File: src/rtl/imem_loader_pkg.sv
// Shared types and constants for the instruction-memory loader.
package imem_loader_pkg;

    localparam int BYTES_PER_WORD = 4;
    localparam int WORD_W         = 32;

    // Loader FSM states; CHECK is only reachable in checksum builds.
    typedef enum logic [2:0] {
        IDLE  = 3'd0,
        RECV  = 3'd1,
        WRITE = 3'd2,
        CHECK = 3'd3,
        DONE  = 3'd4
    } state_t;

endpackage : imem_loader_pkg

File: src/rtl/imem_word_packer.sv
// Little-endian byte-to-word packer. Byte 0 of a word lands in [7:0], byte 3 in
// [31:24]. The word register is cleared whenever a word is consumed or a load
// restarts. A word closed early by the last program byte therefore carries zeros
// in its unfilled upper bytes.
module imem_word_packer
    import imem_loader_pkg::*;
(
    input  logic              clk,
    input  logic              rst,
    input  logic [7:0]        byte_in,
    input  logic              push,
    input  logic              flush,
    output logic [WORD_W-1:0] word,
    output logic [1:0]        byte_idx
);

    // Place each pushed byte at the current index; flush empties the word.
    always_ff @(posedge clk) begin
        if (rst || flush) begin
            word     <= '0;
            byte_idx <= 2'd0;
        end else if (push) begin
            word[{byte_idx, 3'b000} +: 8] <= byte_in;
            byte_idx                      <= byte_idx + 2'd1;
        end
    end

endmodule : imem_word_packer

File: src/rtl/imem_loader.sv
// Instruction-memory loader. It packs a byte stream into 32-bit words and writes
// them at sequential word addresses starting at 0. The CPU is held in reset while
// a load is in progress.
// Optional feature: define IMEM_LOADER_CHECKSUM_EN to enable a trailing XOR
// checksum byte. That byte is compared against all program bytes accepted in the
// load.
//
// Handshake: a byte transfers on any rising edge where byte_valid && byte_ready.
// byte_ready is a pure decode of the state (RECV or CHECK). It never depends on
// byte_valid. A producer may hold byte_valid/byte_in stable until it sees
// byte_ready.
module imem_loader
    import imem_loader_pkg::*;
#(
    parameter int DEPTH  = 64,
    parameter int ADDR_W = 6
) (
    input  logic              clk,
    input  logic              rst,
    input  logic              load_start,
    input  logic [7:0]        byte_in,
    input  logic              byte_valid,
    input  logic              byte_last,
    output logic              byte_ready,
    output logic              wr_en,
    output logic [ADDR_W-1:0] wr_addr,
    output logic [WORD_W-1:0] wr_data,
    output logic              cpu_hold,
    output logic              load_done,
    output logic              load_err,
    output logic [ADDR_W:0]   word_count,
    output logic [2:0]        state_dbg
);

    localparam logic [ADDR_W:0]   DEPTH_C   = (ADDR_W + 1)'(DEPTH);
    localparam logic [ADDR_W:0]   COUNT_ONE = (ADDR_W + 1)'(1);
    localparam logic [ADDR_W-1:0] ADDR_ONE  = ADDR_W'(1);

    state_t              state_q;
    state_t              state_d;
    logic [ADDR_W-1:0]   addr_q;
    logic [ADDR_W:0]     count_q;
    logic                last_q;
    logic                hold_q;
    logic                done_q;
    logic                err_q;
    logic                push;
    logic                flush;
    logic                fire;
    logic                full;
    logic [WORD_W-1:0]   packed_word;
    logic [1:0]          byte_idx;
`ifdef IMEM_LOADER_CHECKSUM_EN
    logic [7:0]          xor_q;
`endif

    assign fire = byte_valid && byte_ready;
    assign full = (count_q == DEPTH_C);

    imem_word_packer u_packer (
        .clk      (clk),
        .rst      (rst),
        .byte_in  (byte_in),
        .push     (push),
        .flush    (flush),
        .word     (packed_word),
        .byte_idx (byte_idx)
    );

    // Next-state and per-state strobes; every output defaulted before the case.
    always_comb begin
        state_d    = state_q;
        byte_ready = 1'b0;
        wr_en      = 1'b0;
        push       = 1'b0;
        flush      = 1'b0;
        case (state_q)
            IDLE: begin
                if (load_start) begin
                    state_d = RECV;
                    flush   = 1'b1;
                end
            end
            RECV: begin
                byte_ready = 1'b1;
                if (byte_valid) begin
                    push = 1'b1;
                    if (byte_last || (byte_idx == 2'd3)) begin
                        state_d = WRITE;
                    end
                end
            end
            WRITE: begin
                // A word arriving with memory already full is dropped, not written.
                wr_en = !full;
                flush = 1'b1;
                if (last_q) begin
`ifdef IMEM_LOADER_CHECKSUM_EN
                    state_d = CHECK;
`else
                    state_d = DONE;
`endif
                end else begin
                    state_d = RECV;
                end
            end
`ifdef IMEM_LOADER_CHECKSUM_EN
            CHECK: begin
                byte_ready = 1'b1;
                if (byte_valid) begin
                    state_d = DONE;
                end
            end
`endif
            DONE: begin
                state_d = IDLE;
            end
            default: begin
                state_d = IDLE;
            end
        endcase
    end

    // State register.
    always_ff @(posedge clk) begin
        if (rst) begin
            state_q <= IDLE;
        end else begin
            state_q <= state_d;
        end
    end

    // Load bookkeeping: address/count, last-byte flag, hold/done/error flags, checksum.
    always_ff @(posedge clk) begin
        if (rst) begin
            addr_q  <= '0;
            count_q <= '0;
            last_q  <= 1'b0;
            hold_q  <= 1'b0;
            done_q  <= 1'b0;
            err_q   <= 1'b0;
`ifdef IMEM_LOADER_CHECKSUM_EN
            xor_q   <= 8'h00;
`endif
        end else begin
            if (state_q == IDLE && load_start) begin
                addr_q  <= '0;
                count_q <= '0;
                last_q  <= 1'b0;
                hold_q  <= 1'b1;
                done_q  <= 1'b0;
                err_q   <= 1'b0;
`ifdef IMEM_LOADER_CHECKSUM_EN
                xor_q   <= 8'h00;
`endif
            end
            if (state_q == RECV && fire) begin
                last_q <= byte_last;
`ifdef IMEM_LOADER_CHECKSUM_EN
                xor_q  <= xor_q ^ byte_in;
`endif
            end
            if (state_q == WRITE) begin
                if (full) begin
                    err_q <= 1'b1;
                end else begin
                    addr_q  <= addr_q + ADDR_ONE;
                    count_q <= count_q + COUNT_ONE;
                end
            end
`ifdef IMEM_LOADER_CHECKSUM_EN
            if (state_q == CHECK && fire && (byte_in != xor_q)) begin
                err_q <= 1'b1;
            end
`endif
            // Release the CPU and flag completion as the FSM enters DONE.
            if (state_d == DONE && state_q != DONE) begin
                done_q <= 1'b1;
                hold_q <= 1'b0;
            end
        end
    end

    assign wr_addr    = addr_q;
    assign wr_data    = packed_word;
    assign cpu_hold   = hold_q;
    assign load_done  = done_q;
    assign load_err   = err_q;
    assign word_count = count_q;
    assign state_dbg  = state_q;

endmodule : imem_loader

File: config.mk
export PLATFORM = sky130hd
export DESIGN_NAME = imem_loader
export DESIGN_NICKNAME = d
export VERILOG_FILES = /design/src/rtl/imem_loader_pkg.sv /design/src/rtl/imem_word_packer.sv /design/src/rtl/imem_loader.sv
export SDC_FILE = /design/constraint.sdc
export NUM_CORES = 1
export LEC_CHECK = 0
export BUFFER_PORTS_ARGS = -buffer_cell sky130_fd_sc_hd__buf_2
export CORE_MARGIN = 2
export CORE_UTILIZATION = 55
export DETAILED_ROUTE_END_ITERATION = 6
export HOLD_SLACK_MARGIN = 0.03
export PLACE_DENSITY = 0.8
export SYNTH_ARGS = -nofsm -noshare
export SYNTH_HDL_FRONTEND = slang
export SYNTH_HIERARCHICAL = 1
export SYNTH_SLANG_ARGS = --single-unit
File: constraint.sdc
create_clock -name clk -period 3.3 [get_ports clk]
set_input_delay 0.66 -clock clk [delete_from_list [all_inputs] [get_ports clk]]
set_output_delay 0.66 -clock clk [all_outputs]
set_load 0.01 [all_outputs]
# Word-level counts from Yosys, hierarchy flattened
# Index checks and enable logic that the tools add are counted.
[totals] register_bits=54 latch_bits=0 ram_bits=0 mem_bits_ro=0 n_memories=0
[op_classes] addsub=4 n_mul=0 n_div=0 magnitude_cmp=0 n_eq_ne=6 n_shift=2 mux=24 bitwise_logic=0 reduce_logical=11
[op_table] op="32-bit bitwise mux" count=1
[op_table] op="8-bit by 7-bit variable shift with 32-bit output (first input constant)" count=1
[op_table] op="8-bit by 7-bit variable part select with 32-bit output" count=1
[op_table] op="7-bit two-way mux" count=3
[op_table] op="6-bit two-way mux" count=3
[op_table] op="3-bit two-way mux" count=4
[op_table] op="1-bit two-way mux" count=11
[op_table] op="3-bit one-hot mux with 3 select lines" count=1
[op_table] op="7-bit by 1-bit adder with 7-bit output (second input constant)" count=1
[op_table] op="7-bit == test (second input constant)" count=1
[op_table] op="5-bit negation with 7-bit output" count=1
[op_table] op="6-bit by 1-bit adder with 6-bit output (second input constant)" count=1
[op_table] op="1-bit logical AND" count=4
[op_table] op="2-bit nonzero test" count=2
[op_table] op="3-bit by 1-bit == test with 1-bit output (second input constant)" count=1
[op_table] op="3-bit by 2-bit == test with 1-bit output (second input constant)" count=1
[op_table] op="3-bit == test (second input constant)" count=1
[op_table] op="3-bit zero test" count=1
[op_table] op="3-bit != test (second input constant)" count=1
[op_table] op="2-bit by 1-bit adder with 2-bit output (second input constant)" count=1
[op_table] op="2-bit == test (second input constant)" count=1
[op_table] op="1-bit logical OR" count=2
[op_table] op="1-bit one-hot mux with 2 select lines" count=1
[op_table] op="2-bit OR reduction" count=1
[op_table] op="1-bit zero test" count=1

# Logic depth before layout (Yosys ltp)
# Gate-level depths: netlist (run 1).
[depth] word_depth=8 mapped_depth=8

# Hierarchy
# Netlist (run 1), hierarchy kept.
[modules_own_cells] module="imem_word_packer" instances=1 cells_per_inst=147 area_each_um2=1367.6 seq_area_each_um2=680.7
[modules_own_cells] module="imem_loader" instances=1 cells_per_inst=107 area_each_um2=944.7 seq_area_each_um2=400.4

# Least setup slack after synthesis (run 1)
# Ideal clock, no wire load.
[synth_timing] path_kind="input to register" start="input port load_start" end="register u_packer.byte_idx[0]" arrival_ns=1.913 setup_slack_ns=1.259 path_stages=7 path_buffers=3 path_cell_list="or4b_1 buf_4 nand2_1 or2_2 clkbuf_1 clkbuf_1 nor2_1"
[synth_via] elab_chain_len=3
[synth_rtl] item="from (decl)" line="imem_loader.sv:20" source="input logic load_start,"
[synth_rtl] item="1-bit two-way mux" line="imem_loader.sv:79" source="if (load_start) begin"
[synth_rtl] item="1-bit one-hot mux with 2 select lines" line="imem_loader.sv:77" source="case (state_q)"
[synth_rtl] item="net flush" line="imem_loader.sv:48" source="logic flush;"
[synth_rtl] item="1-bit logical OR" line="imem_word_packer.sv:19" source="if (rst || flush) begin"
[synth_rtl] item="to (signal assigned)" line="imem_word_packer.sv:24" source="byte_idx <= byte_idx + 2'd1;"
[synth_rtl] item="to (decl)" line="imem_word_packer.sv:14" source="output logic [1:0] byte_idx"
# The timed path passes the listed nets, and every way through them passes these cells.
# A chain may end at the register's enable or synchronous reset.

# Worst setup path in the final report (run 1)
[layout_timing] start="register count_q[0], in the netlist word_count[0]" end="output port wr_en"
[layout_via] elab_chain_len=3
[layout_rtl] item="from (decl)" line="imem_loader.sv:42" source="logic [ADDR_W:0] count_q;"
[layout_rtl] item="from (signal assigned)" line="imem_loader.sv:168" source="count_q <= count_q + COUNT_ONE;"
[layout_rtl] item="7-bit == test" line="imem_loader.sv:58" source="assign full = (count_q == DEPTH_C);"
[layout_rtl] item="1-bit zero test" line="imem_loader.sv:95" source="wr_en = !full;"
[layout_rtl] item="1-bit two-way mux" line="imem_loader.sv:77"
[layout_rtl] item="to (decl)" line="imem_loader.sv:25" source="output logic wr_en,"
# No other way between the ends.

==> results by group, run 1 <==
Global routing
  • Initial antenna violation count: 0
  • Pin count of the biggest net entering global routing: 35
  • GRT Total Usage: 22.4%
  • Gr ovfl total: 0
  • Vias in the first global route: 1751
  • First-pass GRT wire length: 7940 um

Critical path
  • Critical path class: reg2out
  • FF-to-FF Start: state_dbg[0]
  • CP max stage cell: or4b_4
  • Critical path data required time: 2.64 ns
  • Worst Setup End Kind: output port
  • Worst reg2reg path depth: 7
  • R2r setup slk: 0.95 ns
  • Highest cell delay on the worst timing path: 0.48 ns
  • CP startpoint kind: flip-flop
  • Worst path arrival time: 1.95 ns
  • Delay-heaviest family, CP: simple AND/OR/NAND/NOR gates
  • Worst Path Max Fanout: 8
  • Reg-to-reg critical path endpoint: u_packer/word[19]
  • Critical path cell sequence: inv_1 -> ha_1 -> or4b_4 -> o21ai_4 -> inv_2 -> buf_2
  • Crit path buffers/inverters: 3

STA
  • Slew HR: 57.7%
  • Period utilisation layout: 79.2%
  • Setup TNS: 0 ns
  • Min Tclk post-route: 2.61 ns
  • Final hold violation count: 0
  • RSZ-0062 raised after global routing: false
  • Max Clock Skew: 0.00961 ns
  • Worst-Margin Slew: 0.633 ns
  • # setup viols final: 0
  • Maximum clock frequency: 0.383 GHz
  • Fin. max-slew vios: 0

Clocking
  • Clk Latency, worst-skew pair: 0.31 ns
  • CTS buffer count: 5
  • Clk sinks: 54
  • Post-CTS Hold Fix Bufs: 0
  • Post-CTS sizing: 0
  • CTS Buffer Depth: 2
  • Root buffer cell: clkbuf_8
  • Htree depth: 2
  • CTS tree: built
  • Post-CTS Setup Repair Bufs: 0
  • Clock slew at the register clock pins of the worst setup and hold paths: 0.09 ns

Yosys
  • Synth Instances: 254
  • Post-synthesis async set-or-reset flop share: 0%
  • Synth warn: 6
  • Synthesized area: 2310 sq um
  • Synth cell types: 43
  • Main synth FF type: dfxtp_1
  • Sequential area share after synthesis: 46.8%
  • Syn_nets: 275
  • EDFF count, synth: 0
  • Synth Area per Inst: 9.10 sq um
  • Seq cells post-synth: 54

Layout
  • Layout area overhead: 17.4%
  • FF/Latch Area: 1080 sq um
  • Most frequent cells in the layout: 65 x buf_2, 54 x dfxtp_1, 34 x nand2_1
  • Share of layout cells above drive strength 1: 26.8%
  • Layout net count: 333
  • # fillers: 354
  • Antenna Cells: 0
  • Commonest non-fill, non-tap cell in the layout: buf_2
  • Final Non-Filler Cells: 363
  • Multi-input logic area: 1130 sq um

Floorplan
  • Core region area: 4030 sq um
  • Die area: 4740 sq um
  • # rows: 23
  • Starting Density: 57.4%
  • Die Span Y: 68.8 um
  • Die width: 68.8 um
  • I/O Pins: 66

Placement
  • Port bufs: 65
  • RePlAce Congestion: 0.784
  • Dpl hpwl: 3580 um
  • Inst Count DP: 355

Route
  • # DRC: 0
  • DR iter-0 viols: 157
  • M1 wire length: 2470 um
  • Highest routed layer: met4
  • Metal3 WL: 361 um
  • DRT Pass-1 Iters: 4
  • Post-Route WL: 5120 um
  • Total number of vias: 2026
  • Antenna violation net count after detailed routing: 0
  • Met2 wire len: 2250 um
  • Avg WL per Cell: 14.1 um
  • Via density: 5.58

Power and ir drop
  • Cell Pwr Density: 411 nW/um^2
  • Total Power: 0.00112 W
  • Maximum vdd drop: 0.000264 V
  • Leak: 1.14 nW

Job
  • Max Cap Violations: 0

Min path
  • Hold Path End: u_packer/word[30]
  • Hold Crit Depth: 2
  • Hold wc startpoint: u_packer/word[30]
  • Worst Hold Class: reg2reg

Run status
  • Outcome: complete, no violations
==> how the worst max path moves through the flow <==
stage | from | endpoint | slack (ns) | cells past startpoint
after CTS | word_count[0] | wr_en | 0.67 | 6
after global routing | word_count[0] | wr_en | 0.59 | 6
final | word_count[0] | wr_en | 0.69 | 6
after floorplan | load_start | u_packer/byte_idx[0] | 1.26 | 7
after global placement | state_dbg[0] | u_packer/word[18] | 1.05 | 7
after detailed placement | state_dbg[0] | u_packer/word[19] | 0.98 | 7
==> kinds of logic after synthesis <==
logic type	share of synthesized area (%)
compound gates	13.6
xor+xnor	2.27
fa+ha+maj	4.33
buf+inv	4.54
flops	46.8
mux	1.35
simple gates	27.1
==> cells in the mapped netlist, types with 3 or more instances <==
cell	count	share of area, %
buf_4	3	0.97
inv_1	5	0.81
nand4_1	19	5.1
nand2b_1	3	0.81
buf_2	5	1.1
dfxtp_1	54	47
nand3_1	9	1.9
a21oi_1	22	4.8
xnor2_1	3	1.1
nor2_1	29	4.7
a32oi_1	17	6.4
clkbuf_1	5	0.81
xor2_1	3	1.1
ha_1	8	4.3
nand2_1	34	5.5
==> worst min-delay path, stage by stage (launching register included) <==
cell	delay [ns]
dfxtp_1	0.32
nand2_1	0.05
a21oi_1	0.05
==> layout make-up <==
class | count | area share, %
Clock inverter | 3 | 0.783
Sequential cell | 54 | 39.8
Clock buffer | 5 | 2.53
Timing Repair Buffer | 66 | 12.3
Multi-Input combinational cell | 179 | 41.5
Tap cell | 50 | 2.30
Inverter | 6 | 0.829
==> per-layer routing <==
metal,GRT usage [%],vias to the layer above
li1,-,1029
met2,32.8,71
met4,7.11,0
met5,0,-
met3,5.52,4
met1,32.4,922
==> where the power goes <==
part           internal, W  total (W)  switching, W
registers         0.000657   0.000664    0.00000640
clock network     0.000149   0.000367      0.000218
logic            0.0000264  0.0000840     0.0000576
==> state kept, by name, indices dropped and copies added (netlist names) <==
register,flops
cpu_hold,1
last_q,1
load_done,1
load_err,1
state_dbg,3
u_packer/byte_idx,2
u_packer/word,32
word_count,7
wr_addr,6
==> metrics by stage <==
step                      area (sq um)  setup WS, ns  util, %  hold WS (ns)
final                             2720         0.686     67.4         0.458
after global routing              2720         0.586     67.4         0.475
after CTS                         2720         0.675     67.4         0.457
after detailed placement          2630         0.981     65.2         0.444
after global placement            2630          1.05     65.2         0.439
after floorplan                   2310          1.26        -         0.457
Power figures use the tool's default switching activity.
==> run 2: changes to the inputs <==
--- a/config.mk
+++ b/config.mk
@@ -7,10 +7,10 @@
 export LEC_CHECK = 0
 export BUFFER_PORTS_ARGS = -buffer_cell sky130_fd_sc_hd__buf_2
 export CORE_MARGIN = 2
-export CORE_UTILIZATION = 55
+export CORE_UTILIZATION = 46
 export DETAILED_ROUTE_END_ITERATION = 6
 export HOLD_SLACK_MARGIN = 0.03
-export PLACE_DENSITY = 0.8
+export PLACE_DENSITY = 0.71
 export SYNTH_ARGS = -nofsm -noshare
 export SYNTH_HDL_FRONTEND = slang
 export SYNTH_HIERARCHICAL = 1
==> constraint.sdc (replaced) <==
create_clock -name clk -period 2.3 [get_ports clk]
set_input_delay 0.46 -clock clk [delete_from_list [all_inputs] [get_ports clk]]
set_output_delay 0.46 -clock clk [all_outputs]
set_load 0.01 [all_outputs]
==> run 2 against run 1 <==
Compared with the run above:
- critical path depth is the same
- utilization shrank 8.5 points
- clock power grew 72%
- die area increased by 18%
- final cell count is 6.3% higher
- total power up 54%
- non-clock buffer count up 6
- sequential share of layout area shrank 1.3 points
==> results by group, run 2 (synthesis results as in run 1) <==
Global routing
  • Met2 usage: 30.6%
  • GRT Total Usage: 20.5%
  • Met3 Use GR: 4.95%
  • First-pass GRT wire length: 8740 um
  • Met1 usage: 29.4%
  • Initial antenna violation count: 0
  • Vias in the first global route: 1806
  • Gr ovfl total: 0
  • GRT Max-Usage Layer: met2
  • Pin count of the biggest net entering global routing: 23

Floorplan
  • # rows: 25
  • Starting Density: 48.3%
  • I/O Pins: 66
  • Die Span Y: 74.9 um
  • Die width: 74.9 um
  • Die area: 5610 sq um
  • Core region area: 4790 sq um

Placement
  • Port bufs: 65
  • Pre-CTS WS: 0.279 ns
  • RePlAce Congestion: 0.801
  • Dpl hpwl: 3920 um
  • Inst Count DP: 377

Job
  • Max Cap Violations: 0

Layout
  • Most frequent cells in the layout: 65 x buf_2, 52 x dfxtp_1, 34 x nand2_1
  • Layout area overhead: 21.9%
  • Share of layout cells above drive strength 1: 28.5%
  • Layout net count: 339
  • Number of flip-flops in the largest register: 32
  • Antenna Cells: 0
  • Top reg by flops: u_packer/word
  • Final Non-Filler Cells: 386
  • Commonest non-fill, non-tap cell in the layout: buf_2
  • Fin util: 58.9%

Clocking
  • Htree depth: 2
  • Post-CTS Hold Fix Bufs: 0
  • Clock slew at the register clock pins of the worst setup and hold paths: 0.09 ns
  • Clk sinks: 54
  • CTS tree: built
  • CTS Buffer Depth: 2
  • CTS buffer count: 5
  • Root buffer cell: clkbuf_8
  • Clk Latency, worst-skew pair: 0.30 ns

STA
  • Setup TNS: 0 ns
  • Final hold violation count: 0
  • Worst-Margin Slew: 0.602 ns
  • Min Tclk post-route: 2.21 ns
  • Slew HR: 59.8%
  • # setup viols final: 0
  • RSZ-0062 raised after global routing: false
  • Maximum clock frequency: 0.452 GHz
  • Max Clock Skew: 0.00435 ns
  • Post-route setup slack: 0.0865 ns
  • Fin. max-slew vios: 0
  • Period utilisation layout: 96.2%

Route
  • Total number of vias: 2064
  • # DRC: 0
  • DR iter-0 viols: 179
  • Antenna violation net count after detailed routing: 0
  • Avg WL per Cell: 14.3 um
  • Via density: 5.35
  • DRT Pass-1 Iters: 4
  • Post-Route WL: 5540 um

Power and ir drop
  • Maximum vdd drop: 0.000388 V
  • Leak: 1.18 nW
  • Cell Pwr Density: 610 nW/um^2

Run status
  • Outcome: complete, no violations

Critical path
  • Worst Setup End Kind: output port
  • Critical path data required time: 1.84 ns
  • Worst Path Max Fanout: 7
  • Worst path arrival time: 1.75 ns
  • CP startpoint kind: flip-flop
  • Critical path class: reg2out

Min path
  • Worst Hold Class: in2reg
-- run 2: cell types whose count changed in the layout (fill, tap and decap cells not counted), sizes merged --
cell,before,now
clkinv,2,0
buf,66,72
bufinv,0,1
clkbuf,5,6
-- run 2: power breakdown --
part	internal (W)	total [W]	switching, W
clock	0.000325	0.000633	0.000308
sequential	0.000942	0.000951	0.00000905
combinational	0.0000485	0.000136	0.0000877
total	0.00132	0.00172	0.000405
-- run 2: path summary, 6_finish.rpt --
kind | slack, ns | end | depth (start not counted) | startpoint
setup / recovery | 0.09 | wr_en | 6 | word_count[0]
hold / removal | 0.43 | last_q | 3 | byte_last
setup reg to reg | 0.22 | u_packer/word[17] | 5 | u_packer/byte_idx[0]
hold reg to reg | 0.46 | u_packer/word[2] | 2 | u_packer/word[2]
-- run 2: per-layer routing --
metal	share of wire [%]	routed length, um
met2	44	2450
met1	50	2760
met4	1.1	61
met3	4.9	270
met5	0	0
-- run 2: worst max-delay path: stages (launching register included) --
cell,delay (ns)
dfxtp_4,0.37
inv_1,0.05
ha_1,0.14
or4b_4,0.48
o21ai_4,0.16
inv_2,0.09
buf_2,0.15
-- run 2: timing repair --
item                                    CTS  global route
gates resized for setup                   0             3
buffers inserted                          1             0
gates cloned                              0             0
endpoints found under the setup margin    1             1
pin swaps                                 1             1
-- run 2: area by class of cell --
cell class | count | area (sq um)
fill | 447 | 1970
multi-input combinational | 179 | 1130
sequential | 54 | 1090
timing repair buffer | 72 | 390
tap | 67 | 83.8
clock buffer | 6 | 72.6
clock inverter | 2 | 37.5
inverter | 6 | 22.5
-- run 2: per-stage QoR --
stage | total power [W] | cell area [sq um] | hold slack (ns)
floorplan | 0.00105 | 2310 | 0.457
global placement | 0.00111 | 2700 | 0.441
detailed placement | 0.00111 | 2700 | 0.447
CTS | 0.00173 | 2810 | 0.424
global route | 0.00179 | 2820 | 0.432
finish | 0.00172 | 2820 | 0.432
